$ cat src/rtl/lighting_pkg.sv
// Shared definitions for the lighting controller: time-code constants,
// controller FSM states and the lamp thermometer decode.
package lighting_pkg;

  localparam int unsigned TC_W = 4;

  // One-hot time-of-day codes; all other non-zero patterns are rejected.
  localparam logic [TC_W-1:0] TC_OFF  = 4'b0000;
  localparam logic [TC_W-1:0] TC_DAY  = 4'b0001;
  localparam logic [TC_W-1:0] TC_DUSK = 4'b0010;
  localparam logic [TC_W-1:0] TC_EVE  = 4'b0100;
  localparam logic [TC_W-1:0] TC_MAN  = 4'b1000;

  typedef enum logic [1:0] {
    IDLE = 2'd0,
    RAMP = 2'd1,
    DONE = 2'd2
  } state_e;

  // Thermometer decode, one lamp at a time: lamp idx is lit when idx < cnt.
  function automatic logic therm_bit(input int unsigned idx, input int unsigned cnt);
    return idx < cnt;
  endfunction

endpackage

$ cat src/rtl/ramp_step.sv
// Up/down register that moves one unit toward a target on each step strobe.
// Ports: clk, rst_n; step_i strobe; target_i goal; value_o current value;
//        at_target_o high while value_o equals target_i.
module ramp_step #(
  parameter int unsigned W = 4
) (
  input  logic         clk,
  input  logic         rst_n,
  input  logic         step_i,
  input  logic [W-1:0] target_i,
  output logic [W-1:0] value_o,
  output logic         at_target_o
);

  logic [W-1:0] value_q;

  // Moving only toward the target means the value can neither overshoot nor wrap.
  always_ff @(posedge clk or negedge rst_n) begin
    if (!rst_n) begin
      value_q <= '0;
    end else if (step_i) begin
      if (value_q < target_i) begin
        value_q <= value_q + W'(1);
      end else if (value_q > target_i) begin
        value_q <= value_q - W'(1);
      end
    end
  end

  assign value_o     = value_q;
  assign at_target_o = (value_q == target_i);

endmodule

$ cat src/rtl/light_ramp_ctrl.sv
// Lighting controller: accepts a time-of-day command, derives shade and lamp
// targets, then ramps both one step every STEP_CYCLES clocks and pulses done.
// Ports: clk, rst_n; cmd_valid/cmd_ready handshake; tcode, ulight, length
//        command fields; wshade, lightnum, lightstate current lighting;
//        busy while ramping; done one-cycle completion; err invalid tcode.
module light_ramp_ctrl
  import lighting_pkg::*;
#(
  parameter  int unsigned NUM_LIGHTS  = 16,
  parameter  int unsigned LVL_W       = 4,
  parameter  int unsigned STEP_CYCLES = 4,
  parameter  int unsigned ULIGHT_TH   = 8,
  localparam int unsigned CNT_W       = $clog2(NUM_LIGHTS + 1)
) (
  input  logic                  clk,
  input  logic                  rst_n,
  input  logic                  cmd_valid,
  output logic                  cmd_ready,
  input  logic [3:0]            tcode,
  input  logic [LVL_W-1:0]      ulight,
  input  logic [CNT_W-1:0]      length,
  output logic [LVL_W-1:0]      wshade,
  output logic [CNT_W-1:0]      lightnum,
  output logic [NUM_LIGHTS-1:0] lightstate,
  output logic                  busy,
  output logic                  done,
  output logic                  err
);

  localparam int unsigned       PS_W    = (STEP_CYCLES > 1) ? $clog2(STEP_CYCLES) : 1;
  localparam logic [LVL_W-1:0]  MAX_LVL = {LVL_W{1'b1}};
  localparam logic [PS_W-1:0]   PS_LAST = PS_W'(STEP_CYCLES - 1);

  state_e           state_q;
  logic [PS_W-1:0]  presc_q;
  logic [LVL_W-1:0] tgt_shade_q, tgt_shade_d;
  logic [CNT_W-1:0] tgt_light_q, tgt_light_d;
  logic             err_q;

  logic             tc_ok;
  logic             dim;
  logic [CNT_W-1:0] len_c;
  logic             shade_at, light_at;
  logic             step;

  // Target derivation from the command fields (only used at acceptance).
  always_comb begin
    tc_ok       = 1'b1;
    tgt_shade_d = '0;
    tgt_light_d = '0;
    len_c       = (32'(length) > NUM_LIGHTS) ? CNT_W'(NUM_LIGHTS) : length;
    dim         = (32'(ulight) < ULIGHT_TH);
    case (tcode)
      TC_OFF: ;
      TC_DAY: tgt_shade_d = MAX_LVL;
      TC_DUSK: begin
        tgt_shade_d = MAX_LVL >> 1;
        tgt_light_d = len_c >> 1;
      end
      TC_EVE: tgt_light_d = dim ? len_c : (len_c >> 1);
      TC_MAN: begin
        tgt_shade_d = ulight;
        tgt_light_d = dim ? len_c : '0;
      end
      default: tc_ok = 1'b0;
    endcase
  end

  // A step fires on prescaler terminal count only while still short of target.
  assign step = (state_q == RAMP) && !(shade_at && light_at) && (presc_q == PS_LAST);

  // Controller FSM, prescaler, target registers and error pulse.
  always_ff @(posedge clk or negedge rst_n) begin
    if (!rst_n) begin
      state_q     <= IDLE;
      presc_q     <= '0;
      tgt_shade_q <= '0;
      tgt_light_q <= '0;
      err_q       <= 1'b0;
    end else begin
      err_q <= 1'b0;
      case (state_q)
        IDLE: begin
          if (cmd_valid) begin
            if (tc_ok) begin
              tgt_shade_q <= tgt_shade_d;
              tgt_light_q <= tgt_light_d;
              presc_q     <= '0;
              state_q     <= RAMP;
            end else begin
              err_q <= 1'b1;
            end
          end
        end
        RAMP: begin
          if (shade_at && light_at) begin
            state_q <= DONE;
          end else if (presc_q == PS_LAST) begin
            presc_q <= '0;
          end else begin
            presc_q <= presc_q + PS_W'(1);
          end
        end
        DONE:    state_q <= IDLE;
        default: state_q <= IDLE;
      endcase
    end
  end

  ramp_step #(.W(LVL_W)) u_shade (
    .clk         (clk),
    .rst_n       (rst_n),
    .step_i      (step),
    .target_i    (tgt_shade_q),
    .value_o     (wshade),
    .at_target_o (shade_at)
  );

  ramp_step #(.W(CNT_W)) u_lights (
    .clk         (clk),
    .rst_n       (rst_n),
    .step_i      (step),
    .target_i    (tgt_light_q),
    .value_o     (lightnum),
    .at_target_o (light_at)
  );

  // Lamp enables decoded straight from the lamp-count register.
  always_comb begin
    lightstate = '0;
    for (int unsigned i = 0; i < NUM_LIGHTS; i++) begin
      lightstate[i] = therm_bit(i, 32'(lightnum));
    end
  end

  assign cmd_ready = (state_q == IDLE);
  assign busy      = (state_q != IDLE);
  assign done      = (state_q == DONE);
  assign err       = err_q;

endmodule

$ cat config.mk
export PLATFORM = sky130hd
export DESIGN_NAME = light_ramp_ctrl
export DESIGN_NICKNAME = d
export VERILOG_FILES = /design/src/rtl/lighting_pkg.sv /design/src/rtl/ramp_step.sv /design/src/rtl/light_ramp_ctrl.sv
export SDC_FILE = /design/constraint.sdc
export NUM_CORES = 1
export LEC_CHECK = 0
export BUFFER_PORTS_ARGS = -buffer_cell sky130_fd_sc_hd__buf_2
export CAP_MARGIN = 20
export CORE_MARGIN = 10
export CORE_UTILIZATION = 47
export CTS_CLUSTER_SIZE = 10
export DETAILED_ROUTE_END_ITERATION = 8
export PLACE_DENSITY = 0.7
export SKIP_CTS_REPAIR_TIMING = 1
export SLEW_MARGIN = 0
export SYNTH_ARGS = -nofsm -noshare
export SYNTH_HDL_FRONTEND = slang
export SYNTH_SLANG_ARGS = --single-unit
$ cat constraint.sdc
create_clock -name clk -period 3.6 [get_ports clk]
set_input_delay 0.18 -clock clk [delete_from_list [all_inputs] [get_ports clk]]
set_output_delay 0.18 -clock clk [all_outputs]
set_load 0.01 [all_outputs]
## After elaboration in Yosys (flattened, before gate mapping)

Index checks and enable logic that the tools add are counted.
Widths: inputs -> output; s select.

- Add/subtract/negate cells: 5
- Multipliers: 0
- Divide/modulo/power cells: 0
- Order comparisons: 22
- Equal/unequal tests: 13
- Shift operators: 0
- Mux-type cells: 22
- Bitwise logic cells: 0
- Reductions and logical operators: 16

Operator list:

| kind | count |
|---|---|
| $lt 4x5->1 const A | 8 |
| $mux 5 | 5 |
| $lt 3x5->1 const A | 4 |
| $pmux 5 s3 | 1 |
| $mux 2 | 7 |
| $pmux 4 s3 | 1 |
| $lt 1x5->1 const A | 2 |
| $lt 2x5->1 const A | 2 |
| $mux 4 | 2 |
| $pmux 2 s2 | 2 |
| $reduce_bool 2->1 | 4 |
| $reduce_and 3->1 | 2 |
| $add 5x1->5 const B | 1 |
| $eq 5x5->1 | 1 |
| $gt 5x5->1 | 1 |
| $gt 5x5->1 const B | 1 |
| $lt 5x5->1 | 1 |
| $reduce_or 5->1 | 1 |
| $sub 5x1->5 const B | 1 |
| $add 4x1->4 const B | 1 |
| $eq 2x2->1 const B | 2 |
| $eq 4x1->1 const B | 1 |
| $eq 4x2->1 const B | 1 |
| $eq 4x3->1 const B | 1 |
| 17 further kinds | 25 |

- Register bits after elaboration: 23
- Bits in latches: 0
- RAM bits: 0
- Bits in read-only memories: 0
- Input bits: 16
- Word-level logic and storage cells: 85
- Memories kept: 0

## Longest topological paths before layout

Gate-level depths: netlist of the first run.

- Depth after elaboration: 6
- Depth in mapped cells: 11
- Depth with buffers taken out: 11

## Hierarchy

A second synthesis of the first run with hierarchy kept.

- Cells, all modules: 185
- Area, all modules: 1844.3 um2

By module, submodules not included:

| module | times used | cells an instance | area each (um2) |
|---|---|---|---|
| light_ramp_ctrl | 1 | 109 | 1027.2 |
| ramp_step (u_lights) | 1 | 43 | 445.4 |
| ramp_step (u_shade) | 1 | 33 | 371.6 |

## Worst setup path after synthesis of the first run

Ideal clock, no wire load.

- Path kind: reg-to-reg
- From: register u_shade.value_q[1], in the netlist u_shade.value_o[1]
- To: register u_shade.value_q[3], in the netlist u_shade.value_o[3]
- Data arrival time: 2.406 ns
- Slack: 1.115 ns
- Cell stages (with the launch flop): 11
- Buffers on the path: 0
- Cell sequence: dfrtp_1 ha_1 nor2b_1 o211ai_1 nand2_1 ha_1 a21o_1 a21o_1 a21o_1 a211oi_1 xor2_1

- Longest elaborated chain between the ends: 6
- Elaborated cells on any way between the ends: 13

RTL lines:

| element | line | RTL |
|---|---|---|
| start, declared | ramp_step.sv:15 | `logic [W-1:0] value_q;` |
| start signal, assigned | ramp_step.sv:23 | `value_q <= value_q + W'(1);` |
| start signal, assigned | ramp_step.sv:25 | `value_q <= value_q - W'(1);` |
| parallel branches: the longest is 6 deep, another holds $sub 4x1->4 | n/a |  |

Parallel ways; which one is timed is not known. The select of a mux whose other input is x is not followed.
A chain may end at the register's enable or synchronous reset.

## Worst setup path in the final report of the first run

Same ends and word-level chain as after synthesis.

==> metrics, run 1 <==
R2R Path Start=u_shade.value_o[1]$_DFFE_PN0P_; most frequent cell after synthesis=nand2_1; P_leak=0.930 nW; number of global-route vias before repair=1343; max_cap viols=0; CTS tree=done; multi-input logic area=1030 um2; largest net degree at the start of global routing=24; fmax=376 MHz; antenna-violating nets left=0; CP Launch Point=u_shade.value_o[1]$_DFFE_PN0P_; commonest cells in the netlist=nand2_1 (26), dfrtp_1 (23), ha_1 (15), inv_1 (15), o21ai_0 (10); Clock Path Buffers=2; initial antenna violation count=0; htree depth=1; met1 usage=0.140; crit end category=flip-flop; Worst Path Buf+Inv=0; IO Count=between 40 and 50; VDD IR max=0.233 mV; Die H=80.8 um; terminus of the critical flop-to-flop path=u_shade.value_o[3]$_DFFE_PN0P_; Largest stage delay, worst path=0.45 ns; ranking of synthesized cells by area=dfrtp_1 (33%), ha_1 (11%), nand2_1 (5.6%); Req. time, crit path=about 3.8 ns; CP max-delay cell=dfrtp_1; P&R area growth vs syn=15.2%; die width=80.8 um; Startpoint Class=flip-flop; Fillers=about 360; max_slew headroom=0.667; Post-Route WL=3680 um; Die ar.=6530 um2; # diodes=0; destination of the critical timing path=u_shade.value_o[3]$_DFFE_PN0P_; flop2flop setup slack=0.94 ns; Clock Sinks=23; gpl congestion=roughly 0.80; Post-Syn Instances=189; global route hottest layer=met2; CTS buffer count=3; WL/cell=13.3 um; Synth Warn #=0; Nets=roughly 260; fin util=0.555; Hold Crit Class=in -> reg; Post-synth EDFFs=0; Period minus WS final=between 2 and 3 ns; Vias=1438; Mean Syn Cell Area=between 9 and 10 um2; FF/Latch Area=576 um2; Seq cells post-synth=23; Crit path top cell by count=a21o_1; post-DP HPWL=2940 um; largest area contributor in the netlist=dfrtp_1; Clk pin slew, worst setup/hold paths=0.08 ns; Cell Area, Synth=1740 um2; critical path's top delay family=compound AO/OA/AOI/OAI gates; Slew Limit Fails=0; All-Layer GR Usage=0.114; core box area=3610 um2; post-synth top area share=0.331; worst path cell trace=ha_1 -> nor2b_1 -> o211ai_1 -> nand2_1 -> ha_1 -> a21o_1 -> a21o_1 -> a21o_1 -> a211oi_1 -> xor2_1; Net Count, Synth=221; IO Port Bufs=44; R2R depth=10; PnR worst setup slack=roughly 0.94 ns; setup tns final=0 ns; fin crit share=0.738; worst skew pair latency=0.26 ns; critical path fanouts, max=5; met3 usage=0.0375; drt via density=between 5 and 6; row count=22; Worst-Margin Slew=0.500 ns; worst path arrival time=around 2.9 ns; crit path kind=reg -> reg; met2 GRT Util=0.191; Setup violations, final=0; Async SR Flop Fraction=1.00; Hold Violations, Final=0; Initial Util=0.482; layout cells sized above 1=0.285; DR iter-0 viols=35; pre-CTS setup slack=0.948 ns; status=finished clean; ys flop type=dfrtp_1; Max Clock Skew=0.00441 ns; unrepaired setup endpoints after global routing=no; global-route wire length before repair=6140 um; Root Buffer=clkbuf_8; DRC errors left=0; PD cells=about 850 nW/um2; TritonRoute pass-1 iters=4; library cells used by synthesis=49; Worst path depth=10; GR Overflow Total=0; Seq/Total Area, Yosys=0.331; Tot Pwr=roughly 1.7 mW
-- logic make-up after synthesis --
family                     after synthesis  synth area share
xor gates and xnor gates                10            0.0504
muxes                                    6            0.0382
AOI/OAI and AO/OA                       45             0.186
and+or+nand+nor                         63             0.194
buffers and inverters                   25            0.0741
DFF                                     23             0.331
adders and majority gates               17             0.126
-- final cells by class --
class                           count  area share
Multi-Input combinational cell    141       0.516
Sequential cell                    23       0.288
Timing Repair Buffer               45       0.115
Tap cell                           48      0.0300
Inverter                           15      0.0281
Clock buffer                        3      0.0206
Clock inverter                      1     0.00250
-- sequential cells by signal, summed over array words and instances, names as in the netlist --
register and flops:
tgt_light_q 5, u_lights.value_o 5, tgt_shade_q 4, u_shade.value_o 4, presc_q 2, state_q 2
err 1
-- power breakdown --
group          switching [mW]  total (mW)  internal [mW]
Sequential              0.146       0.499          0.353
Combinational           0.570        1.04          0.475
Clock                  0.0794       0.156         0.0771
-- cells in the final DEF (no fill, tap or decap), types with 4 or more instances in the layout --
| cell | instances |
|---|---|
| a21o_1 | 5 |
| a21oi_1 | 7 |
| buf_2 | 44 |
| dfrtp_1 | 23 |
| ha_1 | 15 |
| inv_1 | 15 |
| mux2_2 | 5 |
| nand2_1 | 26 |
| nand2b_1 | 4 |
| nand3_1 | 5 |
| nor2_1 | 9 |
| o21ai_0 | 10 |
| xnor2_1 | 7 |
-- how the worst min path moves through the flow --
| stage | cells past startpoint | startpoint | end |
|---|---|---|---|
| after floorplan | 0 | rst_n | err$_DFF_PN0_ |
| after global placement | 1 | rst_n | err$_DFF_PN0_ |
| after detailed placement | 1 | rst_n | tgt_shade_q[3]$_DFFE_PN0P_ |
| after CTS | 1 | rst_n | err$_DFF_PN0_ |
| after global routing | 2 | length[4] | tgt_light_q[0]$_DFFE_PN0P_ |
| final | 2 | length[4] | tgt_light_q[0]$_DFFE_PN0P_ |
-- routing by layer --
layer  routed length (um)  part of all wire  up-vias
met4                   34            0.0092        0
li1                     -                 -      748
met1                 1760              0.48      652
met3                  273             0.074        2
met5                    0                 0        -
met2                 1610              0.44       36
-- through the flow --
step	hold slack [ns]	area (um2)	cells
global placement	0.182	1950	271
global route	0.183	2000	276
finish	0.163	2000	276
detailed placement	0.182	1950	271
CTS	-0.109	1990	275
floorplan	-0.116	1740	189
-- worst register-to-register path, delay by kind of cell (launching register included) --
kind                     cells  cell delay [ns]
AND/OR/NAND/NOR              2             0.30
adder cells (fa/ha/maj)      2             0.65
flip-flops                   1             0.45
AO/OA/AOI/OAI                5             1.01
XOR/XNOR                     1             0.16
No activity file was read; power rests on OpenSTA's default activity.
==> inputs of run 2 (changes only) <==
clock period = 2.5 ns   (was 3.6 ns; I/O delays follow)
==> metrics, run 2 (synthesized netlist as in run 1, its figures left out) <==
status=finished clean; post-DP HPWL=3000 um (+2.3%); CTS buffer count=3 (unchanged); PD cells=1300 nW/um2 (+53%); Hold Startpoint=length[4]; WL/cell=14.0 um (+5.0%); Clock Sinks=23 (unchanged); TritonRoute pass-1 iters=4 (unchanged); FF/Latch Area=576 um2 (unchanged); Max Clock Skew=0.00459 ns (+0.000179 ns); IO Count=45 (unchanged); DR iter-0 viols=116 (+230%); worst path cell trace=inv_2 -> ha_4 -> nor2b_4 -> o211ai_1 -> nand2_1 -> ha_1 -> a21o_1 -> a21o_1 -> a21o_1 -> a211oi_2 -> xor2_1; most frequent cells in the layout=buf_2 (44), nand2_1 (26), dfrtp_1 (23), inv_1 (13), ha_1 (12); htree depth=1 (unchanged); CP Launch Point=tgt_shade_q[1]$_DFFE_PN0P_; die width=80.8 um (unchanged); IO Port Bufs=44 (unchanged); layout cells sized above 1=0.345 (+0.0595); multi-input logic area=1080 um2 (+4.2%); max_slew headroom=0.646 (-0.0208); Crit path top cell by count=a21o_1; Period minus WS final=2.46 ns (-0.198 ns); Req. time, crit path=2.69 ns (-1.10 ns); Worst Path Buf+Inv=1 (+1); Clock Path Buffers=2 (unchanged); worst skew pair latency=0.26 ns (about the same); commonest non-fill, non-tap cell in the layout=buf_2; # diodes=0 (unchanged); gpl congestion=0.841 (+4.8%); antenna-violating nets left=0 (unchanged); global-route wire length before repair=6550 um (+6.6%); Startpoint Class=flip-flop; Nets=271 (+3.8%); placed instance count=276 (+1.8%); Largest stage delay, worst path=0.38 ns (-0.07 ns); Vias=1466 (+1.9%); P_leak=0.979 nW (+5.3%); crit end category=flip-flop; worst path arrival time=2.65 ns (-0.20 ns); initial antenna violation count=0 (unchanged); Fillers=335 (-7.2%); core box area=3610 um2 (unchanged); fmax=407 MHz (+8.0%); Root Buffer=clkbuf_8; crit path kind=reg -> reg; R2R Path Start=tgt_shade_q[1]$_DFFE_PN0P_; Post-Route WL=4000 um (+8.8%); Die ar.=6530 um2 (unchanged); Hold Violations, Final=0 (unchanged); critical path fanouts, max=3 (-2); Setup violations, final=0 (unchanged); Clk pin slew, worst setup/hold paths=0.08 ns (about the same); drt via density=5.13 (-1.6%); Hold Crit Class=in -> reg; Initial Util=0.482 (unchanged); CP max-delay cell=dfrtp_1; All-Layer GR Usage=0.120 (+0.00614); max_cap viols=0 (unchanged); critical path's top delay family=compound AO/OA/AOI/OAI gates; Worst-Margin Slew=0.526 ns (+0.0257 ns); P&R area growth vs syn=22.0%; unrepaired setup endpoints after global routing=yes; Slew Limit Fails=0 (unchanged); VDD IR max=0.443 mV (+90%); GR Overflow Total=0 (unchanged); DRC errors left=0 (unchanged); number of global-route vias before repair=1418 (+5.6%); fin util=0.588 (+0.0326); CTS tree=done; Layout Cells excl Fill=286 (+3.6%); Die H=80.8 um (unchanged); largest net degree at the start of global routing=24 (unchanged); fin crit share=0.984 (+0.246); row count=22 (unchanged)
-- run 2: changes by cell type in the layout (fill, tap and decap cells not counted), sizes merged --
cell and delta:
buf +10, clkbuf +1, clkinv -1
-- run 2: cell type report --
class | count | area share
sequential | 23 | 0.272
timing repair buffer | 55 | 0.144
inverter | 15 | 0.0266
tap | 48 | 0.0283
clock buffer | 4 | 0.0213
multi-input combinational | 141 | 0.508
-- run 2: path summary, 6_finish.rpt --
kind | endpoint | cells past startpoint | slack, ns
max | u_shade.value_o[3]$_DFFE_PN0P_ | 11 | 0.04
min | tgt_light_q[0]$_DFFE_PN0P_ | 2 | 0.11
max reg2reg | u_shade.value_o[3]$_DFFE_PN0P_ | 11 | 0.04
min reg2reg | tgt_light_q[4]$_DFFE_PN0P_ | 2 | 0.50
max in group asynchronous | u_shade.value_o[3]$_DFFE_PN0P_ | 2 | 1.82
min in group asynchronous | presc_q[1]$_DFFE_PN0P_ | 2 | 0.35
-- run 2: per-layer routing --
layer	vias up	GRT usage	wire, um
met5	-	0	0
met4	0	0.0415	100
met3	8	0.0265	265
met2	37	0.196	1810
met1	656	0.154	1820
li1	765	-	-
-- run 2: per-stage QoR --
step	power [mW]	TNS [ns]	cell area [um2]	hold WS (ns)	setup slack (ns)
finish	2.76	0	2120	0.112	0.0405
global route	3.06	-0.0713	2120	0.136	-0.0713
CTS	2.55	0	2030	-0.164	0.00826
detailed placement	2.31	0	1980	0.125	0.0485
global placement	2.28	0	1980	0.118	0.112
floorplan	1.78	0	1740	-0.171	0.0148
-- run 2: worst reg2reg max path, stage by stage (launching register included) --
cell      delay [ns]
dfrtp_1         0.38
inv_2           0.09
ha_4            0.21
nor2b_4         0.12
o211ai_1        0.22
nand2_1         0.14
ha_1            0.31
a21o_1          0.18
a21o_1          0.16
a21o_1          0.17
a211oi_2        0.25
xor2_1          0.17
-- run 2: report_power, final --
group	leakage (nW)	switching, mW	internal [mW]
clock network	0.0228	0.121	0.114
logic	0.668	0.998	0.877
registers	0.288	0.143	0.510
total	0.979	1.26	1.50
